<file path="config.mk">
export PLATFORM = sky130hd
export DESIGN_NAME = e_clk_window_gen
export DESIGN_NICKNAME = d
export VERILOG_FILES = /design/src/rtl/e_clk_pkg.sv /design/src/rtl/e_clk_window_chan.sv /design/src/rtl/e_clk_window_gen.sv
export SDC_FILE = /design/constraint.sdc
export NUM_CORES = 1
export LEC_CHECK = 0
export BUFFER_PORTS_ARGS = -buffer_cell sky130_fd_sc_hd__buf_2
export CELL_PAD_IN_SITES_DETAIL_PLACEMENT = 0
export CELL_PAD_IN_SITES_GLOBAL_PLACEMENT = 2
export CORE_MARGIN = 8
export CORE_UTILIZATION = 39
export CTS_BUF_LIST = sky130_fd_sc_hd__clkbuf_8
export DETAILED_ROUTE_END_ITERATION = 8
export PLACE_DENSITY = 0.94
export SETUP_SLACK_MARGIN = 0.5
export SLEW_MARGIN = 0
export SYNTH_ARGS = -nofsm -noshare
export SYNTH_HDL_FRONTEND = slang
export SYNTH_HIERARCHICAL = 1
export SYNTH_SLANG_ARGS = --single-unit
</file>
<file path="constraint.sdc">
create_clock -name i_clk -period 3.35 [get_ports i_clk]
set_input_delay 0.335 -clock i_clk [delete_from_list [all_inputs] [get_ports i_clk]]
set_output_delay 0.335 -clock i_clk [all_outputs]
set_load 0.01 [all_outputs]
</file>
<file path="src/rtl/e_clk_pkg.sv">
// -----------------------------------------------------------------------------
// e_clk_pkg
// Shared types and helpers for the E-clock buffer-enable window generator.
//   state_t     : per-channel window FSM encoding
//   wdt_width() : bit width of a saturating counter that must reach 'cycles'
//   chan_slice(): extracts channel c's field from a packed per-channel bus
// -----------------------------------------------------------------------------
package e_clk_pkg;

    typedef enum logic [1:0] {
        ST_IDLE   = 2'd0,
        ST_LEAD   = 2'd1,
        ST_ACTIVE = 2'd2,
        ST_TRAIL  = 2'd3
    } state_t;

    localparam int unsigned WDT_CYCLES_DEF = 32'd1024;
    localparam int unsigned WDT_W_DEF      = $clog2(WDT_CYCLES_DEF + 32'd1);

    // Upper bounds for the slice helper: 8 channels of at most 16-bit counts.
    localparam int unsigned MAX_CNT_W = 32'd16;
    localparam int unsigned MAX_BUS_W = 32'd128;

    function automatic int unsigned wdt_width(input int unsigned cycles);
        return $clog2(cycles + 32'd1);
    endfunction

    function automatic logic [MAX_CNT_W-1:0] chan_slice(
        input logic [MAX_BUS_W-1:0] bus,
        input int unsigned          c,
        input int unsigned          w
    );
        logic [MAX_BUS_W-1:0] shifted;
        logic [MAX_CNT_W-1:0] mask;
        shifted = bus >> (c * w);
        mask    = MAX_CNT_W'((32'd1 << w) - 32'd1);
        return shifted[MAX_CNT_W-1:0] & mask;
    endfunction

endpackage

</file>
<file path="src/rtl/e_clk_window_chan.sv">
// -----------------------------------------------------------------------------
// e_clk_window_chan
// One buffer-enable window: FSM, delay counter and registered output.
// The window opens LEAD cycles after a synchronised E rise and closes TRAIL
// cycles after a synchronised E fall.
//   i_clk, i_rst_n   : clock, async active-low reset
//   i_en             : channel enable (0 forces IDLE and inactive output)
//   i_rise, i_fall   : one-cycle edge pulses of the synchronised E
//   i_lead, i_trail  : delay counts, captured on the matching edge pulse
//   o_oe             : registered buffer enable, polarity from OE_POL_BIT
//   o_abort          : combinational, a fall arrived while still in LEAD
// -----------------------------------------------------------------------------
module e_clk_window_chan
    import e_clk_pkg::*;
#(
    parameter int   CNT_W      = 4,
    parameter logic OE_POL_BIT = 1'b1
) (
    input  logic             i_clk,
    input  logic             i_rst_n,
    input  logic             i_en,
    input  logic             i_rise,
    input  logic             i_fall,
    input  logic [CNT_W-1:0] i_lead,
    input  logic [CNT_W-1:0] i_trail,
    output logic             o_oe,
    output logic             o_abort
);

    state_t             r_state;
    state_t             w_state_nxt;
    logic [CNT_W-1:0]   r_cnt;
    logic [CNT_W-1:0]   w_cnt_nxt;
    logic               w_win;
    logic               r_oe;

    localparam logic [CNT_W-1:0] CNT_ZERO = {CNT_W{1'b0}};
    localparam logic [CNT_W-1:0] CNT_ONE  = CNT_W'(1'b1);

    assign w_win   = (r_state == ST_ACTIVE) || (r_state == ST_TRAIL);
    assign o_abort = i_en & i_fall & (r_state == ST_LEAD);
    assign o_oe    = r_oe;

    // Next-state and counter logic; a rise beats an expiring TRAIL (merge),
    // a fall beats an expiring LEAD (runt).
    always_comb begin
        w_state_nxt = r_state;
        w_cnt_nxt   = r_cnt;
        if (!i_en) begin
            w_state_nxt = ST_IDLE;
        end else begin
            case (r_state)
                ST_IDLE: begin
                    if (i_rise) begin
                        if (i_lead == CNT_ZERO) begin
                            w_state_nxt = ST_ACTIVE;
                        end else begin
                            w_state_nxt = ST_LEAD;
                            w_cnt_nxt   = i_lead - CNT_ONE;
                        end
                    end else begin
                        w_state_nxt = ST_IDLE;
                    end
                end
                ST_LEAD: begin
                    if (i_fall) begin
                        w_state_nxt = ST_IDLE;
                    end else if (r_cnt == CNT_ZERO) begin
                        w_state_nxt = ST_ACTIVE;
                    end else begin
                        w_cnt_nxt = r_cnt - CNT_ONE;
                    end
                end
                ST_ACTIVE: begin
                    if (i_fall) begin
                        if (i_trail == CNT_ZERO) begin
                            w_state_nxt = ST_IDLE;
                        end else begin
                            w_state_nxt = ST_TRAIL;
                            w_cnt_nxt   = i_trail - CNT_ONE;
                        end
                    end else begin
                        w_state_nxt = ST_ACTIVE;
                    end
                end
                ST_TRAIL: begin
                    if (i_rise) begin
                        w_state_nxt = ST_ACTIVE;
                    end else if (r_cnt == CNT_ZERO) begin
                        w_state_nxt = ST_IDLE;
                    end else begin
                        w_cnt_nxt = r_cnt - CNT_ONE;
                    end
                end
                default: begin
                    w_state_nxt = ST_IDLE;
                end
            endcase
        end
    end

    // State, counter and output register; a disabled channel drops its
    // output on the same edge that sends the FSM to IDLE.
    always_ff @(posedge i_clk or negedge i_rst_n) begin
        if (!i_rst_n) begin
            r_state <= ST_IDLE;
            r_cnt   <= CNT_ZERO;
            r_oe    <= ~OE_POL_BIT;
        end else begin
            r_state <= w_state_nxt;
            r_cnt   <= w_cnt_nxt;
            r_oe    <= (w_win & i_en) ^ ~OE_POL_BIT;
        end
    end

endmodule

</file>
<file path="src/rtl/e_clk_window_gen.sv">
// -----------------------------------------------------------------------------
// e_clk_window_gen
// Synchronises the 6809 E clock into the PLL domain and drives NCH
// independent buffer-enable windows (see e_clk_window_chan).
// Optional watchdog enabled by defining E_CLK_WATCHDOG_EN.
//   i_clk     : PLL clock
//   i_rst_n   : async active-low reset
//   i_e_clk   : raw E clock (asynchronous)
//   i_ch_en   : per-channel enable
//   i_lead    : per-channel rise delay, channel c at [c*CNT_W +: CNT_W]
//   i_trail   : per-channel fall delay, same packing
//   o_oe      : per-channel buffer enable, polarity from OE_POL
//   o_e_sync  : synchronised E (last synchroniser stage)
//   o_runt    : one-cycle pulse when an enabled channel aborts a LEAD count
//   o_e_lost  : watchdog flag (constant 0 without E_CLK_WATCHDOG_EN)
// -----------------------------------------------------------------------------
module e_clk_window_gen
    import e_clk_pkg::*;
#(
    parameter int             NCH         = 4,
    parameter int             CNT_W       = 4,
    parameter int             SYNC_STAGES = 2,
    parameter logic [NCH-1:0] OE_POL      = {NCH{1'b1}},
    parameter int             WDT_CYCLES  = WDT_CYCLES_DEF
) (
    input  logic                 i_clk,
    input  logic                 i_rst_n,
    input  logic                 i_e_clk,
    input  logic [NCH-1:0]       i_ch_en,
    input  logic [NCH*CNT_W-1:0] i_lead,
    input  logic [NCH*CNT_W-1:0] i_trail,
    output logic [NCH-1:0]       o_oe,
    output logic                 o_e_sync,
    output logic                 o_runt,
    output logic                 o_e_lost
);

    logic [SYNC_STAGES-1:0] r_sync;
    logic                   r_e_prev;
    logic                   w_e_s;
    logic                   w_rise;
    logic                   w_fall;
    logic                   w_kill;
    logic [NCH-1:0]         w_ch_en;
    logic [NCH-1:0]         w_abort;
    logic                   r_runt;
    logic [MAX_BUS_W-1:0]   w_lead_bus;
    logic [MAX_BUS_W-1:0]   w_trail_bus;

    assign w_e_s    = r_sync[SYNC_STAGES-1];
    assign w_rise   = w_e_s & ~r_e_prev;
    assign w_fall   = ~w_e_s & r_e_prev;
    assign o_e_sync = w_e_s;
    assign o_runt   = r_runt;
    assign w_ch_en  = i_ch_en & ~{NCH{w_kill}};

    assign w_lead_bus  = MAX_BUS_W'(i_lead);
    assign w_trail_bus = MAX_BUS_W'(i_trail);

    // E synchroniser, previous-value flop for edge detection and runt flag.
    always_ff @(posedge i_clk or negedge i_rst_n) begin
        if (!i_rst_n) begin
            r_sync   <= {SYNC_STAGES{1'b0}};
            r_e_prev <= 1'b0;
            r_runt   <= 1'b0;
        end else begin
            r_sync   <= {r_sync[SYNC_STAGES-2:0], i_e_clk};
            r_e_prev <= w_e_s;
            r_runt   <= |w_abort;
        end
    end

`ifdef E_CLK_WATCHDOG_EN
    localparam int unsigned      WDT_W   = wdt_width(WDT_CYCLES);
    localparam logic [WDT_W-1:0] WDT_MAX = WDT_W'(WDT_CYCLES);

    logic [WDT_W-1:0] r_wdt;
    logic             r_e_lost;
    logic             w_edge;

    assign w_edge   = w_rise | w_fall;
    // A detected edge wins over an expired count so that edge restarts normal operation.
    assign w_kill   = (r_wdt == WDT_MAX) & ~w_edge;
    assign o_e_lost = r_e_lost;

    // Saturating count of cycles since the last E edge.
    always_ff @(posedge i_clk or negedge i_rst_n) begin
        if (!i_rst_n) begin
            r_wdt    <= {WDT_W{1'b0}};
            r_e_lost <= 1'b0;
        end else begin
            if (w_edge) begin
                r_wdt <= {WDT_W{1'b0}};
            end else if (r_wdt == WDT_MAX) begin
                r_wdt <= r_wdt;
            end else begin
                r_wdt <= r_wdt + WDT_W'(1'b1);
            end
            r_e_lost <= w_kill;
        end
    end
`else
    assign w_kill   = 1'b0;
    assign o_e_lost = 1'b0;
`endif

    for (genvar c = 0; c < NCH; c++) begin : g_ch
        logic [CNT_W-1:0] w_lead_c;
        logic [CNT_W-1:0] w_trail_c;

        assign w_lead_c  = CNT_W'(chan_slice(w_lead_bus, c, CNT_W));
        assign w_trail_c = CNT_W'(chan_slice(w_trail_bus, c, CNT_W));

        e_clk_window_chan #(
            .CNT_W      (CNT_W),
            .OE_POL_BIT (OE_POL[c])
        ) u_chan (
            .i_clk   (i_clk),
            .i_rst_n (i_rst_n),
            .i_en    (w_ch_en[c]),
            .i_rise  (w_rise),
            .i_fall  (w_fall),
            .i_lead  (w_lead_c),
            .i_trail (w_trail_c),
            .o_oe    (o_oe[c]),
            .o_abort (w_abort[c])
        );
    end

endmodule

</file>
Yosys cells after proc, flatten, opt, wreduce, memory -nomap -nowiden
Cells that the tools add are included.
{ "totals": {"output_inout_bits": 7, "wordCells": 188, "reg_bits": 32, "in_bits": 39} }
{ "classes": {"eq_ne": 44, "muxes": 72, "add_sub_neg": 12, "bitwise": 16, "n_reduce_logical": 29} }
{ "ops": {"columns": ["cell", "count"], "rows": [
  ["$mux 4", 28],
  ["$mux 2", 36],
  ["$pmux 4 s4", 4],
  ["$logic_not 4->1", 12],
  ["$sub 4x1->4 const B", 12],
  ["$ne 2x2->1 const B", 20],
  ["$pmux 2 s4", 4],
  ["$reduce_and 7->1", 4],
  ["$eq 2x2->1 const B", 8],
  ["$ne 4x3->1 const B", 4],
  ["$ne 4x4->1 const B", 4],
  ["$and 1x1->1", 14],
  ["$eq 2x1->1 const B", 4],
  ["$logic_not 2->1", 4],
  ["$ne 2x1->1 const B", 4],
  ["$reduce_and 2->1", 4],
  ["$logic_or 1x1->1", 4],
  ["$reduce_or 4->1", 1],
  ["$not 1->1", 2]
]} }

Depth between registers and ports, before layout
{ "logic_depth": {"ltp_word": 5, "depth_mapped": 6, "depth_no_buf": 5} }

Cells and area by module
Netlist, hierarchy kept.
{ "by_module_without_submodules": {"columns": ["module", "area_per_inst_um2", "seq_area_each_um2", "cells_each", "n_inst"], "rows": [
  ["e_clk_window_chan (g_ch[0].u_chan ...)", 539.3, 175.2, 50, 3],
  ["e_clk_window_chan (g_ch[1].u_chan)", 489.2, 175.2, 50, 1],
  ["e_clk_window_gen", 131.4, 100.1, 9, 1]
]} }

Worst setup path before layout
No wires, ideal clock.
{ "synth_timing": {"kind": "reg2reg", "from": "register r_sync[1]", "to": "register g_ch[0].u_chan.r_cnt[0]", "path_stages_with_launch": 6, "arrival_ns": 2.184, "setup_time_ns": 0.125, "synth_period_minus_slack_ns": 2.309, "required_time_ns": 3.225, "path_slack_ns": 1.041, "path_buffers": 0, "cell_sequence": "dfrtp_1 -> nor2b_1 -> o41ai_1 -> a22oi_1 -> nand4b_4 -> mux2_4"} }
{ "synth_via": {"elab_chain_len": 4, "word_cells_on_any_way": 8, "cone_classes": "eq/ne: 4; bitwise: 3; reduce/logical: 1"} }
{ "synth_lines": {"columns": ["item", "line", "rtl"], "rows": [
  ["start: declaration", "e_clk_window_gen.sv:38", "logic [SYNC_STAGES-1:0] r_sync;"],
  ["start signal: assignment", "e_clk_window_gen.sv:63", "r_sync <= {SYNC_STAGES{1'b0}};"],
  ["start signal: assignment", "e_clk_window_gen.sv:67", "r_sync <= {r_sync[SYNC_STAGES-2:0], i_e_clk};"],
  ["$not 1->1 *", "e_clk_window_gen.sv:52", "assign w_fall = ~w_e_s & r_e_prev;"],
  ["$and 1x1->1 *", "e_clk_window_gen.sv:52", null],
  ["net w_fall", "e_clk_window_gen.sv:42", "logic w_fall;"],
  ["$ne 2x1->1 (no line) or $ne 2x2->1 (tied branches)", null, null],
  ["$reduce_and 7->1 (no line) *", null, null],
  ["end signal: assignment", "e_clk_window_chan.sv:111", "r_cnt <= w_cnt_nxt;"],
  ["end: declaration", "e_clk_window_chan.sv:32", "logic [CNT_W-1:0] r_cnt;"]
]} }
Mark *: on every way through the listed nets, which the timed path passes. The rest lies on a longest branch.
A chain may end at the register's enable or synchronous reset.

Final worst setup path
{ "layout_timing": {"from": "register r_sync[1]", "to": "register g_ch[2].u_chan.r_cnt[0]"} }
{ "layout_via": {"elab_chain_len": 4, "word_cells_on_any_way": 8, "cone_classes": "eq/ne: 4; bitwise: 3; reduce/logical: 1"} }
{ "layout_lines": {"columns": ["item", "line"], "rows": [
  ["$not 1->1 *", "e_clk_window_gen.sv:52"],
  ["$and 1x1->1 *", "e_clk_window_gen.sv:52"],
  ["net w_fall", "e_clk_window_gen.sv:42"],
  ["$ne 2x2->1 (no line)", null],
  ["$reduce_and 7->1 (no line) *", null],
  ["end signal: assignment", "e_clk_window_chan.sv:111"],
  ["end: declaration", "e_clk_window_chan.sv:32"]
]} }
Marks and branches as above.

==> reports/metrics.yaml <==
status: "finished clean"
reg2reg_slack_ps: 1070
combPwrFrac_pct: 31.8
rows: 27
cts-resized-gates: 0
synth_most_common_cell: "dfrtp_1"
criticalPathCategory: "register to register"
cp-start-kind: "register"
initial_utilization_pct: 40.4
dpl_worst_slack_ps: 1060
routed.top_layer: "met4"
port_buffers: 44
grt_max_degree: 33
antenna_left: 0
avgSynthCellArea_um2: 10.7
drv_slew: 0
drt_iter0_drc: 82
r2r_start: "r_sync[1]"
cts_buffers: 5
drv_cap: 0
worstPathRequired_ps: 3520
met1_length_mm: 2.34
num_io_pins: 46
ff2ff_path_depth: 5
period_needed_ps: 2280
yosys.area.top_type: "dfrtp_1"
tritoncts: "done"
clkPwrFrac_pct: 23.0
fin_skew_ps: 5.32
yosysSeqAreaShare_pct: 35.8
met2WireLength_mm: 2.30
wirelength_mm: 5.01
htreeDepth: 2
drive_above_1_share_pct: 35.4
ys.flop_type: "dfrtp_1"
clk_pin_slew_ps: 70
cts-root-buf: "clkbuf_8"
die_x_um: 91.8
synth_edf_count: 0
ys_async_sr_fraction_pct: 100
fin_crit_sh_pct: 68.0
ir_worst_vdd_v: 0.000194
fillCellCount: 548
rsz0062_at_grt: "no"
p_sw_share_pct: 32.9
clkLatencyLatePin_ps: 280
synth_top_area_share_pct: 35.8
synth_top_cells_by_area: "dfrtp_1, mux2_2, mux2i_1"
intPower_w: 0.000908
gp_congestion: 0.842
fmax_mhz: 439
synthesis.area_um2: 2240
fin_setup_tns_ps: 0
p_seq_share_pct: 45.2
p_per_area_nw_per_um2: 522
r2r-end: "g_ch[2].u_chan/r_cnt[0]"
wl_per_cell_um: 15.4
finalSetupViolations: 0
die_area_um2: 8420
multi_input_area_um2: 1330
cp.arrival_ps: 2450
drc: 0
grt_usage_pct: 12.6
overflow: 0
yosys_warnings: 6
antenna-diode-count: 0
core_area_um2: 5540
clock-sinks: 32
ctsLongestPathBuffers: 2
synth_seq_cells: 32
num_vias: 1737
wl_met3_um: 291
worst_slack_ps: 1070
power_leakage_nw: 1.23
whs_ps: 108
ys_types: 39
first_global_vias: 1809
syn-num-nets: 252
hp-class: "input pin to asynchronous set/reset pin"
syn_to_final_growth_pct: 15.7
path_max_fanout: 25
cts_hold_buf: 0
hold_viol_final: 0
hpwlAfterDp_mm: 3.84
die_h_um: 91.8
nNetsFinal: 296
antenna_found_initial: 0
p_sw_w: 0.000445
tightest_slew_ps: 918
relSlewSlack_pct: 38.5
synth_common_cells: "dfrtp_1, mux2i_1, mux2_2"
dr.pass1.iters: 4
synthCells: 209
cts_setup_buffers: 0
end_kind: "register"
seqCellArea_um2: 801
viasPerCell: 5.33
grt_pass1_wl_mm: 8.84
per-layer routing:
metal	GRT usage, %	vias to the layer above
met4	4.56	0
met1	16.2	815
met2	19.3	39
met3	4.07	7
li1	-	876
met5	0	-
cell type report:
class	count	share of cell area, %
Inverter	14	2.03
Timing Repair Buffer	45	8.79
Tap cell	72	3.48
Sequential cell	32	30.9
Clock inverter	2	0.386
Multi-Input combinational cell	155	51.2
Clock buffer	6	3.19
sequential cells by signal (all words and copies together), names as in the netlist:
| name | cells |
|---|---|
| g_ch.u_chan/o_oe | 4 |
| g_ch.u_chan/r_cnt | 16 |
| g_ch.u_chan/r_state | 8 |
| o_runt | 1 |
| r_e_prev | 1 |
| r_sync | 2 |
worst max path at each step:
| stage | startpoint | end | slack [ps] | depth (start not counted) |
|---|---|---|---|---|
| 6_report | r_sync[1] | g_ch[2].u_chan/r_cnt[0] | 1070 | 5 |
| 5_1_grt | r_sync[1] | g_ch[2].u_chan/r_cnt[0] | 890 | 5 |
| 4_1_cts | r_sync[1] | g_ch[2].u_chan/r_cnt[0] | 1080 | 5 |
| 3_3_place_gp | r_sync[1] | g_ch[2].u_chan/r_cnt[3] | 1180 | 5 |
| 3_5_place_dp | r_sync[1] | g_ch[2].u_chan/r_cnt[2] | 1060 | 5 |
| 2_1_floorplan | r_sync[1] | g_ch[0].u_chan/r_cnt[0] | 1040 | 5 |
cell families (layout without fill, tap and decap cells):
kind of cell,count (synthesis),in the layout,synth area share (%)
xor gates and xnor gates,4,4,1.56
buffers and inverters,22,67,5.09
DFF,32,32,35.8
AOI/OAI and AO/OA,41,41,13.4
and+or+nand+nor,60,60,18.6
muxes,45,45,23.2
other,1,1,0.168
adders and majority gates,4,4,2.24
power by group through the flow:
stage / registers (W) / logic [W] / clock network [W]
6_report: 0.000612 / 0.000430 / 0.000311
5_1_grt: 0.000632 / 0.000476 / 0.000344
4_1_cts: 0.000611 / 0.000435 / 0.000326
3_5_place_dp: 0.000617 / 0.000434 / 0
3_3_place_gp: 0.000614 / 0.000423 / 0
2_1_floorplan: 0.000570 / 0.000367 / 0
layout by cell type (no fill, tap or decap), types with 6 or more instances in the layout:
cell type,synthesis,routed
o41ai_1,7,7
o21ai_0,7,7
nor3_1,6,6
nand2_1,12,12
buf_2,4,44
dfrtp_1,32,32
inv_1,10,10
and2_1,7,7
mux2i_1,17,17
nor4_1,9,9
mux2_2,16,16
mux2_4,9,9
clkbuf_8,0,6
metrics by stage:
step	utilization, %	total power [W]	area [um^2]	cells
4_1_cts	46.7	0.00137	2590	326
3_3_place_gp	45.1	0.00104	2500	318
2_1_floorplan	-	0.000938	2240	209
5_1_grt	46.7	0.00145	2590	326
3_5_place_dp	45.1	0.00105	2500	318
6_report	46.7	0.00135	2590	326
critical path, stage by stage, from the launching register on:
cell	delay, ps
dfrtp_1	410
nor2b_2	730
o41ai_1	200
a22oi_1	280
nand4b_4	200
mux2_4	340
Power figures use the tool's default switching activity.
